## src/rtl/sram_arb_pkg.sv

```systemverilog
// sram_arb_pkg
// Shared types and constants for the SRAM round-robin arbiter.
//   port_idx_t : requester index, wide enough for the largest port count (8)
//   rd_tag_t   : {valid, port} entry carried by the read-return tag pipeline
//   *_IDLE     : pad control levels driven when no access is on the pads
// The command struct (sram_cmd_t) depends on the top's DW/AW parameters, so
// it is declared inside sram_rr_arbiter where those widths are known.
package sram_arb_pkg;

  localparam int PIDX_W = 3;  // clog2 of the maximum port count (8)

  typedef logic [PIDX_W-1:0] port_idx_t;

  typedef struct packed {
    logic      valid;
    port_idx_t port;
  } rd_tag_t;

  localparam logic CE_N_IDLE  = 1'b1;
  localparam logic WE_N_IDLE  = 1'b1;
  localparam logic OE_N_IDLE  = 1'b1;
  localparam logic DQ_OE_IDLE = 1'b0;

endpackage

```

## src/rtl/sram_rr_arbiter_rr_pick.sv

```systemverilog
// rr_pick
// Combinational round-robin selector. The search starts at i_ptr and wraps;
// the first requester found wins.
// Ports:
//   i_req [N]  request vector
//   i_ptr [IW] index where the search starts (must be < N)
//   o_gnt [N]  one-hot winner (all zero when nothing requests)
//   o_idx [IW] winner index
//   o_any      at least one request present
module rr_pick #(
  parameter int N  = 2,
  parameter int IW = 3
) (
  input  logic [N-1:0]  i_req,
  input  logic [IW-1:0] i_ptr,
  output logic [N-1:0]  o_gnt,
  output logic [IW-1:0] o_idx,
  output logic          o_any
);

  logic [N-1:0] w_rot;
  logic [IW:0]  w_off;
  logic [IW:0]  w_sum;

  // Rotate the requests so bit 0 is the port at i_ptr; the doubled vector
  // takes care of the wrap.
  assign w_rot = N'({i_req, i_req} >> i_ptr);

  // Lowest set bit of the rotated vector is the distance from i_ptr.
  always_comb begin
    w_off = '0;
    for (int j = N - 1; j >= 0; j--) begin
      if (w_rot[j]) w_off = (IW+1)'(j);
    end
  end

  assign w_sum = {1'b0, i_ptr} + w_off;
  assign o_any = |i_req;
  assign o_idx = (w_sum >= (IW+1)'(N)) ? IW'(w_sum - (IW+1)'(N)) : w_sum[IW-1:0];
  assign o_gnt = o_any ? (N'(1) << o_idx) : '0;

endmodule

```

## src/rtl/sram_rr_arbiter.sv

```systemverilog
// sram_rr_arbiter
// Shares one asynchronous single-port SRAM between NPORT requesters with
// round-robin arbitration, at most one access per cycle. Read data is routed
// back to the issuing port through a {valid, port} tag pipeline matched to
// the SRAM read latency.
//
// Handshake: a port holds req with we/addr/wdata stable; the transfer happens
// in the cycle its gnt is high (gnt is combinational from req, ptr and en).
// The port may raise req again the very next cycle.
//
// Ports:
//   clk, rst              clock, synchronous active-high reset
//   en                    0 blocks new grants (in-flight reads still return)
//   req/we [NPORT]        per-port request and direction (1 = write)
//   addr  [NPORT*AW]      per-port address, port 0 in the LSBs
//   wdata [NPORT*DW]      per-port write data, port 0 in the LSBs
//   gnt    [NPORT]        one-hot accept
//   rvalid [NPORT]        one-hot read-return strobe; rdata shared by all ports
//   sram_*                registered pad controls, address and write data;
//                         sram_dq_rd is the pad read data
//
// Optional feature (macro SRAM_ARB_TURNAROUND_EN): when the pads currently
// carry a read and the winning request is a write, the grant is withheld for
// one cycle so the pads idle between the two and DQ is never driven straight
// after the SRAM drove it.
//
// Timing: gnt in cycle t, pads in t+1, sram_dq_rd sampled at the end of
// t+RD_LAT, rvalid/rdata in t+1+RD_LAT.
module sram_rr_arbiter
  import sram_arb_pkg::*;
#(
  parameter int DW     = 8,
  parameter int AW     = 19,
  parameter int NPORT  = 2,
  parameter int RD_LAT = 1
) (
  input  logic                clk,
  input  logic                rst,
  input  logic                en,
  input  logic [NPORT-1:0]    req,
  input  logic [NPORT-1:0]    we,
  input  logic [NPORT*AW-1:0] addr,
  input  logic [NPORT*DW-1:0] wdata,
  output logic [NPORT-1:0]    gnt,
  output logic [NPORT-1:0]    rvalid,
  output logic [DW-1:0]       rdata,
  output logic [AW-1:0]       sram_addr,
  output logic                sram_ce_n,
  output logic                sram_we_n,
  output logic                sram_oe_n,
  output logic [DW-1:0]       sram_dq_wr,
  output logic                sram_dq_oe,
  input  logic [DW-1:0]       sram_dq_rd
);

  typedef struct packed {
    logic          we;
    logic [AW-1:0] addr;
    logic [DW-1:0] wdata;
  } sram_cmd_t;

  logic [NPORT-1:0] w_pick_gnt;
  port_idx_t        w_pick_idx;
  logic             w_pick_any;
  port_idx_t        w_ptr_next;
  sram_cmd_t        w_win;
  logic             w_bubble;
  logic             w_fire;

  port_idx_t        r_ptr;
  logic             r_ce_n;
  logic             r_we_n;
  logic             r_oe_n;
  logic             r_dq_oe;
  logic [AW-1:0]    r_addr;
  logic [DW-1:0]    r_dq_wr;
  logic [DW-1:0]    r_rdata;
  // Stages 0..RD_LAT-1 track the read on its way through the SRAM; the last
  // stage lines up with the registered rdata and drives rvalid.
  rd_tag_t          r_tag [RD_LAT+1];

  rr_pick #(
    .N  (NPORT),
    .IW (PIDX_W)
  ) u_pick (
    .i_req (req),
    .i_ptr (r_ptr),
    .o_gnt (w_pick_gnt),
    .o_idx (w_pick_idx),
    .o_any (w_pick_any)
  );

  // Winning command, muxed by the one-hot pick.
  always_comb begin
    w_win = '0;
    for (int k = 0; k < NPORT; k++) begin
      if (w_pick_gnt[k]) begin
        w_win.we    = we[k];
        w_win.addr  = addr[k*AW +: AW];
        w_win.wdata = wdata[k*DW +: DW];
      end
    end
  end

`ifdef SRAM_ARB_TURNAROUND_EN
  // Pads show a read now (oe_n low) and a write wants the next slot.
  assign w_bubble = w_win.we & ~r_oe_n;
`else
  assign w_bubble = 1'b0;
`endif

  assign w_fire     = ~rst & en & w_pick_any & ~w_bubble;
  assign gnt        = w_fire ? w_pick_gnt : '0;
  assign w_ptr_next = (w_pick_idx == port_idx_t'(NPORT - 1)) ? '0 : w_pick_idx + 1'b1;

  always_ff @(posedge clk) begin
    if (rst) begin
      r_ptr   <= '0;
      r_ce_n  <= CE_N_IDLE;
      r_we_n  <= WE_N_IDLE;
      r_oe_n  <= OE_N_IDLE;
      r_dq_oe <= DQ_OE_IDLE;
      r_addr  <= '0;
      r_dq_wr <= '0;
      r_rdata <= '0;
      for (int i = 0; i <= RD_LAT; i++) r_tag[i] <= '0;
    end else begin
      if (w_fire) begin
        r_ptr   <= w_ptr_next;
        r_ce_n  <= 1'b0;
        r_we_n  <= ~w_win.we;
        r_oe_n  <= w_win.we;
        r_dq_oe <= w_win.we;
        r_addr  <= w_win.addr;
        if (w_win.we) r_dq_wr <= w_win.wdata;
      end else begin
        // Address and write data hold; only the controls go idle.
        r_ce_n  <= CE_N_IDLE;
        r_we_n  <= WE_N_IDLE;
        r_oe_n  <= OE_N_IDLE;
        r_dq_oe <= DQ_OE_IDLE;
      end
      r_tag[0] <= '{valid: w_fire & ~w_win.we, port: w_pick_idx};
      for (int i = 1; i <= RD_LAT; i++) r_tag[i] <= r_tag[i-1];
      if (r_tag[RD_LAT-1].valid) r_rdata <= sram_dq_rd;
    end
  end

  always_comb begin
    rvalid = '0;
    for (int k = 0; k < NPORT; k++) begin
      if (r_tag[RD_LAT].valid && (r_tag[RD_LAT].port == port_idx_t'(k))) rvalid[k] = 1'b1;
    end
  end

  assign rdata      = r_rdata;
  assign sram_addr  = r_addr;
  assign sram_ce_n  = r_ce_n;
  assign sram_we_n  = r_we_n;
  assign sram_oe_n  = r_oe_n;
  assign sram_dq_wr = r_dq_wr;
  assign sram_dq_oe = r_dq_oe;

endmodule

```

## config.mk

```make
export PLATFORM = sky130hd
export DESIGN_NAME = sram_rr_arbiter
export DESIGN_NICKNAME = d
export VERILOG_FILES = /design/src/rtl/sram_arb_pkg.sv /design/src/rtl/sram_rr_arbiter_rr_pick.sv /design/src/rtl/sram_rr_arbiter.sv
export SDC_FILE = /design/constraint.sdc
export NUM_CORES = 1
export LEC_CHECK = 0
export ABC_CLOCK_PERIOD_IN_PS = 3650
export CORE_ASPECT_RATIO = 1.75
export CORE_UTILIZATION = 39
export DETAILED_ROUTE_END_ITERATION = 10
export PLACE_DENSITY_LB_ADDON = 0.08
export SLEW_MARGIN = 20
export SYNTH_ARGS = -nofsm -noshare
export SYNTH_HDL_FRONTEND = slang
export SYNTH_SLANG_ARGS = --single-unit
```

## constraint.sdc

```tcl
create_clock -name clk -period 3.65 [get_ports clk]
set_clock_uncertainty 0.15 [all_clocks]
set_input_delay 0.73 -clock clk [delete_from_list [all_inputs] [get_ports clk]]
set_output_delay 0.73 -clock clk [all_outputs]
set_load 0.02 [all_outputs]
```

-- Yosys cells after proc, flatten, opt, wreduce, memory -nomap -nowiden
Memories as Yosys holds them, arrays and structs flattened.
Cells that the tools add are included.
- bits in registers: 42
- RAM bits: 8
- input port bits: 69
- logic and storage cells: 47
- memories kept: 1
- $add $sub $neg: 3
- magnitude comparators: 1
- equal/unequal tests: 2
- shifts and indexed selects: 2
- mux-type cells: 16
- bitwise logic cells: 8
- reductions and logical operators: 6
- memories (name ; depth ; width ; rd ports ; clocked after memory_dff ; wr ports ; line ; text):
    r_tag ; 2 ; 4 ; 2 ; 0 ; 2 ; sram_rr_arbiter.sv:80 ; rd_tag_t r_tag [RD_LAT+1];
- operator list (kind ; number):
    28-bit two-way mux ; 2
    1-bit two-way mux ; 8
    4-bit two-way mux ; 2
    3-bit by 1-bit equality test with 1-bit output, second input constant ; 2
    3-bit two-way mux ; 2
    3-bit by 1-bit adder with 4-bit output ; 1
    4-bit by 2-bit greater-or-equal comparator with 1-bit output, second input constant ; 1
    2-bit two-way mux ; 2
    2-bit OR reduction ; 2
    4-bit by 3-bit >> shifter with 2-bit output ; 1
    3-bit by 1-bit adder with 3-bit output, second input constant ; 1
    1-bit bitwise AND ; 3
    3-bit zero test ; 1
    1-bit NOT ; 3
    1-bit by 3-bit left shift with 2-bit output, first input constant ; 1
    3-bit by 2-bit subtractor with 3-bit output, second input constant ; 1
    1-bit logical AND ; 2
    1-bit bitwise OR ; 2
    2-bit AND reduction ; 1

-- Longest topological paths before layout
Gate-level depths: netlist of the first run.
- depth in word-level cells: 13
- depth in mapped cells: 10
- mapped depth without buffers: 8

-- Hierarchy
Synthesis of the first run repeated with hierarchy kept, for this count alone.
- cells, all modules: 218
- area total of the unflattened synthesis: 2062.0 um2
- by module, submodules not included (module ; instances ; cells an instance ; area each (um2) ; seq. area each (um2)):
    sram_rr_arbiter ; 1 ; 202 ; 1926.8 ; 1001.0
    rr_pick ; 1 ; 16 ; 135.1 ; 0.0

-- Least setup slack after synthesis of the first run
Ideal clock, no wire load.
- path kind: input to output
- from: input port req[0]
- to: output port gnt[0]
- arrival: 2.447 ns
- slack: 0.323 ns
- stages on the path: 10
- cell sequence: nor4bb_1 a21oi_1 nor2_1 ha_1 ha_1 buf_6 nand4b_1 nand4b_1 buf_2 nor2_1
- word-level cells in the longest chain between the ends: 9
- RTL lines (item ; line ; text):
    from (decl) ; sram_rr_arbiter.sv:40 ; input logic [NPORT-1:0] req,
    4-bit by 3-bit >> shifter with 2-bit output ; sram_rr_arbiter_rr_pick.sv:27 ; assign w_rot = N'({i_req, i_req} >> i_ptr);
    1-bit two-way mux (2 in a row) ; sram_rr_arbiter_rr_pick.sv:33 ; if (w_rot[j]) w_off = (IW+1)'(j);
    3-bit by 1-bit adder with 4-bit output ; sram_rr_arbiter_rr_pick.sv:37 ; assign w_sum = {1'b0, i_ptr} + w_off;
    4-bit by 2-bit greater-or-equal comparator with 1-bit output or 3-bit by 2-bit subtractor with 3-bit output (tied branches) ; sram_rr_arbiter_rr_pick.sv:39 ; assign o_idx = (w_sum >= (IW+1)'(N)) ? IW'(w_sum - (IW+1)'(N)) : w_sum[IW-1:0];
    3-bit two-way mux ; sram_rr_arbiter_rr_pick.sv:39 ;
    1-bit by 3-bit left shift with 2-bit output ; sram_rr_arbiter_rr_pick.sv:40 ; assign o_gnt = o_any ? (N'(1) << o_idx) : '0;
    2-bit two-way mux ; sram_rr_arbiter_rr_pick.sv:40 ;
    2-bit two-way mux (*) ; sram_rr_arbiter.sv:113 ; assign gnt = w_fire ? w_pick_gnt : '0;
    to (decl) ; sram_rr_arbiter.sv:44 ; output logic [NPORT-1:0] gnt,
Every way passes the cells marked *; elsewhere a longest branch is shown, timed or not.

-- Worst setup path after layout of the first run
- from: input port req[0]
- to: output port gnt[1]
Same word-level chain as after synthesis.

==> metrics.yaml, run 1 <==
run_status: "finished with violations"
failed_checks: "DRC"
synth_edf_count: 0
overflow: 0
grtUsageTotal: 0.179
cp_max_fo: 3
drv_cap: 0
synth_area_sq_mm: 0.00214
postSynthCellCount: 191
gp_congestion: 0.789
power_density_mw_per_mm2: 373
finalCritPeriodShare: 0.975
async_reset_ff_frac: 0
drtIter0Drc: 44
finalSetupTns_ns: 0
htreeDepth: 2
synth-main-ff-cell: "dfxtp_1"
cts_buffers: 5
finalMaxSlewViolations: 0
fillers: 445
hold_path_depth: 1
cts_tree: "yes"
utilization: 0.654
cp-end-kind: "output pin"
register_area_sq_mm: 0.00100
syn-num-nets: 262
ys_warn_count: 0
nNetsFinal: 382
crit_arrival_ns: 2.68
hp-class: "flop to flop"
power_uw: 1280
drc: 4
clk_pin_slew_worst_paths_ns: 0.10
multi_input_area_sq_mm: 0.00102
clockBufferDepth: 2
fin_area_sq_mm: 0.00344
hold_viol_final: 0
rr_worst_depth: 8
fmax_ghz: 0.281
yosysSeqAreaShare: 0.468
die_h_microns: 100
row_count: 35
antenna_cells: 0
worst_ep_required_time_ns: 2.77
drt_first_pass_iters: 11
hold_buffers: 0
via_count: 1912
ir_drop_mv: 0.241
clkSinkCount: 50
area_growth_pct: 60.5
ys_ff_latch: 50
fin_crit_ns: 3.56
antenna_found_initial: 0
initial_core_util: 0.407
synth_area_per_cell_sq_um: 11.2
grt_pass1_wl_microns: 8100
grt_max_degree: 22
placement.io_buffers: 111
cp-start-kind: "input port"
place_area_sq_mm: 0.00332
grt_pass1_vias: 1865
dieArea_sq_mm: 0.00580
dp_hpwl_microns: 3770
drt-total-wl_microns: 5040
core_area_sq_mm: 0.00526
setup_viol: 0
antenna_left: 0
cts_root_buffer: "clkbuf_8"
leakage_uw: 0.00129
crit_type: "input port to output pin"
ios: 112
worstMarginPinSlew_ns: 0.468
clk_latency_ns: 0.31
layout-drive-gt1-share: 0.135
synth_cell_types: 36
timing.slew.headroom: 0.687
die_w_microns: 58.0
vias_per_cell: 5.21
wl_per_cell_microns: 13.7
worst_hold_slack_ns: 0.299
## routing by layer
layer | share of wire | vias up | wire length, microns | GRT usage
met2 | 0.54 | 67 | 2700 | 0.344
li1 | - | 944 | - | -
met1 | 0.38 | 895 | 1930 | 0.179
met5 | 0 | - | 0 | 0
met3 | 0.066 | 6 | 334 | 0.0425
met4 | 0.016 | 0 | 80 | 0.0659
## kinds of logic (layout without fill, tap and decap cells)
kind of cell,count (synthesis),count (layout),synth area share
mux,36,36,0.175
buf+inv,19,140,0.0555
compound gates,41,41,0.172
xor+xnor,2,2,0.0117
simple gates,41,41,0.106
fa+ha+maj,2,2,0.0117
flops,50,50,0.468
## placed cells by master (no fill, tap or decap), types with 2 or more instances in the layout
cell,synthesis,final
mux2i_1,27,27
nand4b_1,2,2
mux2_2,8,8
o21ai_0,2,2
dfxtp_1,50,50
a32o_1,9,9
nand3_1,2,2
o2bb2ai_1,19,19
nor2_1,20,20
nor2b_1,5,5
clkbuf_8,0,5
nor4bb_1,3,3
clkdlybuf4s50_1,0,109
inv_1,3,3
o21a_1,3,3
buf_4,3,19
a21oi_1,2,2
nand2_1,2,2
## power by group
| group | switching, uW | internal [uW] | total (uW) |
|---|---|---|---|
| clock | 192 | 139 | 331 |
| sequential | 18.5 | 580 | 599 |
| combinational | 148 | 203 | 352 |
| total | 359 | 922 | 1280 |
## what timing repair did
action	4_1_cts	5_1_grt
gates resized for setup	7	2
endpoints found under the setup margin	2	2
pin swaps	2	3
buffers inserted	3	1
## cells in the mapped netlist, types with 2 or more instances
cell type / count / area share
a21oi_1: 2 / 0.0047
a32o_1: 9 / 0.042
buf_2: 5 / 0.012
buf_4: 3 / 0.011
buf_6: 4 / 0.021
clkbuf_1: 4 / 0.0070
dfxtp_1: 50 / 0.47
ha_1: 2 / 0.012
inv_1: 3 / 0.0053
mux2_2: 8 / 0.042
mux2i_1: 27 / 0.13
nand2_1: 2 / 0.0035
nand3_1: 2 / 0.0047
nand4b_1: 2 / 0.0082
nor2_1: 20 / 0.035
nor2b_1: 5 / 0.015
nor4bb_1: 3 / 0.014
o21a_1: 3 / 0.011
o21ai_0: 2 / 0.0047
o2bb2ai_1: 19 / 0.078
## worst paths after layout
| check | to | start | slack, ns |
|---|---|---|---|
| worst max register to register | sram_dq_wr[2] | r_ptr[0] | 1.14 |
| worst min-delay path | r_tag[0][6] | r_tag[0][2] | 0.30 |
| worst min register to register | r_tag[0][6] | r_tag[0][2] | 0.30 |
| worst max-delay path | gnt[1] | req[0] | 0.09 |
## flip-flops by register name, indices dropped and copies added, names as in the netlist
register,flops
r_ptr,3
r_tag,8
rdata,8
sram_addr,19
sram_ce_n,1
sram_dq_oe,1
sram_dq_wr,8
sram_oe_n,1
sram_we_n,1
## per-stage QoR
step / std cells / setup slack (ns)
5_1_grt: 367 / -0.00404
3_3_place_gp: 355 / -0.360
2_1_floorplan: 191 / 0.323
3_5_place_dp: 355 / -0.422
4_1_cts: 366 / 0.00222
6_report: 367 / 0.0913
## area by class of cell
| class | count | share of cell area |
|---|---|---|
| Tap cell | 55 | 0.0200 |
| Multi-Input combinational cell | 122 | 0.298 |
| Clock inverter | 3 | 0.00728 |
| Clock buffer | 5 | 0.0200 |
| Timing Repair Buffer | 129 | 0.360 |
| Inverter | 3 | 0.00328 |
| Sequential cell | 50 | 0.291 |
## critical path, cell delays in order
cell and delay [ns]:
clkdlybuf4s50_1 0.48, buf_4 0.12, nor2_1 0.03, a21oi_1 0.14, nor2_1 0.07, ha_2 0.19, ha_1 0.28, nand4b_1 0.12
nand4b_1 0.19, nor2_1 0.13, buf_2 0.18
(Power assumes the default switching activity.)
==> run 2, diff against run 1 <==
Settings changed: ABC_CLOCK_PERIOD_IN_PS 3650 to 3100, CORE_UTILIZATION 39 to 35.
Clock period 3.65 ns to 3.1 ns, I/O delays scaled along.
==> run 2 against run 1 <==
Net effect:
- the run now ends clean
- die area is 11% higher
- hold slack worse by 0.0073 ns
- cell count is 5.7% higher
- non-clock buffer count is 2 lower
- routed wire length rose by 4.5%
- core utilization is 5.1 points lower
- register-to-register slack worse by 0.51 ns
- first-iteration DRC count up 43%
- largest cell class unchanged
==> metrics.yaml, run 2 (same netlist as run 1, synthesis figures left out) <==
cts_root_buffer: "clkbuf_8"
p_clk_frac: 0.329  # +0.071
die_w_microns: 61.1  # +5.4%
hold_buffers: 0  # unchanged
via_count: 1895  # -0.89%
whs_endpoint: "r_tag[0][6]"
finalCritPeriodShare: 0.961
wl_met2_microns: 2870  # +6.1%
drt_first_pass_iters: 4  # -7
ir_drop_mv: 0.323  # +34%
clk_pin_slew_worst_paths_ns: 0.09  # about the same
fin_crit_ns: 2.98
worstMarginPinSlew_ns: 0.522  # +0.0543 ns
timing.slew.headroom: 0.651  # -0.0363
p_sw_uw: 411  # +14%
leakage_uw: 0.00131  # +1.8%
grt_pass1_wl_microns: 8560  # +5.6%
wl_per_cell_microns: 13.6  # -1.2%
area_growth_pct: 65.5
htreeDepth: 2  # unchanged
core_area_sq_mm: 0.00588  # +12%
top_layer_used: "met4"
antenna_cells: 0  # unchanged
hold_path_depth: 1  # unchanged
grt_max_degree: 22  # unchanged
grtUsageTotal: 0.175  # -0.00348
drc: 0  # -4
switching_share: 0.245  # -0.0356
r2r-end: "sram_dq_wr[5]"
worst_ep_required_time_ns: 2.33  # -0.44 ns
reg2reg_slack_ns: 0.63  # -0.51 ns
fmax_ghz: 0.336
layout-drive-gt1-share: 0.152  # +0.0170
hold_viol_final: 0  # unchanged
row_count: 37  # +5.7%
final_common_cell: "clkdlybuf4s50_1"
cts_buffers: 5  # unchanged
antenna_found_initial: 0  # unchanged
initial_core_util: 0.364  # -0.0433
reg2reg_from: "r_ptr[0]"
cp_max_fo: 3  # unchanged
startpoint: "req[0]"
hp-class: "flop to flop"
seqPwrFrac: 0.421  # -0.046
grt_pass1_vias: 1933  # +3.6%
p_int_uw: 1270  # +38%
utilization: 0.603  # -0.0514
wl_met1_microns: 2000  # +4.1%
comb_power_share: 0.250  # -0.024
placement.io_buffers: 111  # unchanged
crit_arrival_ns: 2.21  # -0.47 ns
vias_per_cell: 4.88  # -6.3%
run_status: "completed"
ios: 112  # unchanged
clockBufferDepth: 2  # unchanged
final_cell_mix: "clkdlybuf4s50_1, dfxtp_1, mux2i_1"
power_density_mw_per_mm2: 474  # +27%
rr_worst_depth: 8  # unchanged
overflow: 0  # unchanged
antenna_left: 0  # unchanged
crit_type: "input port to output pin"
clkSinkCount: 50  # unchanged
setup_viol: 0  # unchanged
finalMaxSlewViolations: 0  # unchanged
dieArea_sq_mm: 0.00645  # +11%
drv_cap: 0  # unchanged
cp-end-kind: "output pin"
nNetsFinal: 380  # -0.52%
cp-start-kind: "input port"
clk_latency_ns: 0.30  # about the same
die_h_microns: 105  # +5.4%
cts_tree: "yes"
drtIter0Drc: 63  # +43%
hp-start: "r_tag[0][2]"
dp_hpwl_microns: 3960  # +5.1%
gp_congestion: 0.767  # -2.8%
drt-total-wl_microns: 5270  # +4.5%
wl_met3_microns: 322  # -3.6%
largest_reg_flops: 19  # unchanged
power_uw: 1680  # +31%
-- run 2: critical path: stages --
cell and delay (ns):
clkdlybuf4s15_1 0.21, buf_6 0.12, nor2_4 0.03, a21oi_2 0.14, nor2_2 0.05, ha_2 0.20
ha_4 0.26, nand4b_1 0.12, nand4b_1 0.17, nor2_1 0.14, buf_4 0.15
-- run 2: area by class of cell --
type                            instances  area [sq um]
Clock inverter                          2          60.1
Timing Repair Buffer                  127          1220
Fill cell                             541          2340
Sequential cell                        50          1000
Multi-Input combinational cell        122          1060
Clock buffer                            6          82.6
Inverter                                3          11.3
Tap cell                               78          97.6
-- run 2: worst max-delay path by stage --
stage	slack, ns	cells after the start	to
final	0.12	11	gnt[1]
after floorplan	-0.006	10	gnt[0]
after detailed placement	-0.73	10	gnt[1]
after global placement	-0.72	10	gnt[1]
after CTS	0.008	10	gnt[0]
after global routing	-0.007	11	gnt[1]
-- run 2: per-layer routing --
metal  up-vias  GRT usage
met5         -          0
met4         0     0.0649
met3         6     0.0479
met2        70      0.321
met1       882      0.178
li1        937          -
-- run 2: what timing repair did --
item | CTS | global route
buffers inserted | 1 | 0
pin swaps | 4 | 6
gates resized for setup | 14 | 11
endpoints found under the setup margin | 2 | 2
-- run 2: stage by stage --
stage / cell area [sq um] / setup slack (ns) / instances / hold slack, ns / TNS (ns)
after CTS: 3520 / 0.00832 / 388 / 0.294 / 0
after global routing: 3540 / -0.00684 / 388 / 0.316 / -0.00684
after detailed placement: 3360 / -0.731 / 379 / 0.272 / -2.40
after global placement: 3360 / -0.716 / 379 / 0.269 / -2.28
final: 3540 / 0.120 / 388 / 0.292 / 0
after floorplan: 2140 / -0.00564 / 191 / 0.264 / -0.0113
-- run 2: power groups by stage --
stage                     Combinational [uW]  Clock [uW]  Sequential, uW
final                                    420         553             706
after global routing                     454         589             712
after CTS                                422         569             706
after detailed placement                 421           0             719
after global placement                   419           0             719
after floorplan                          186           0             760
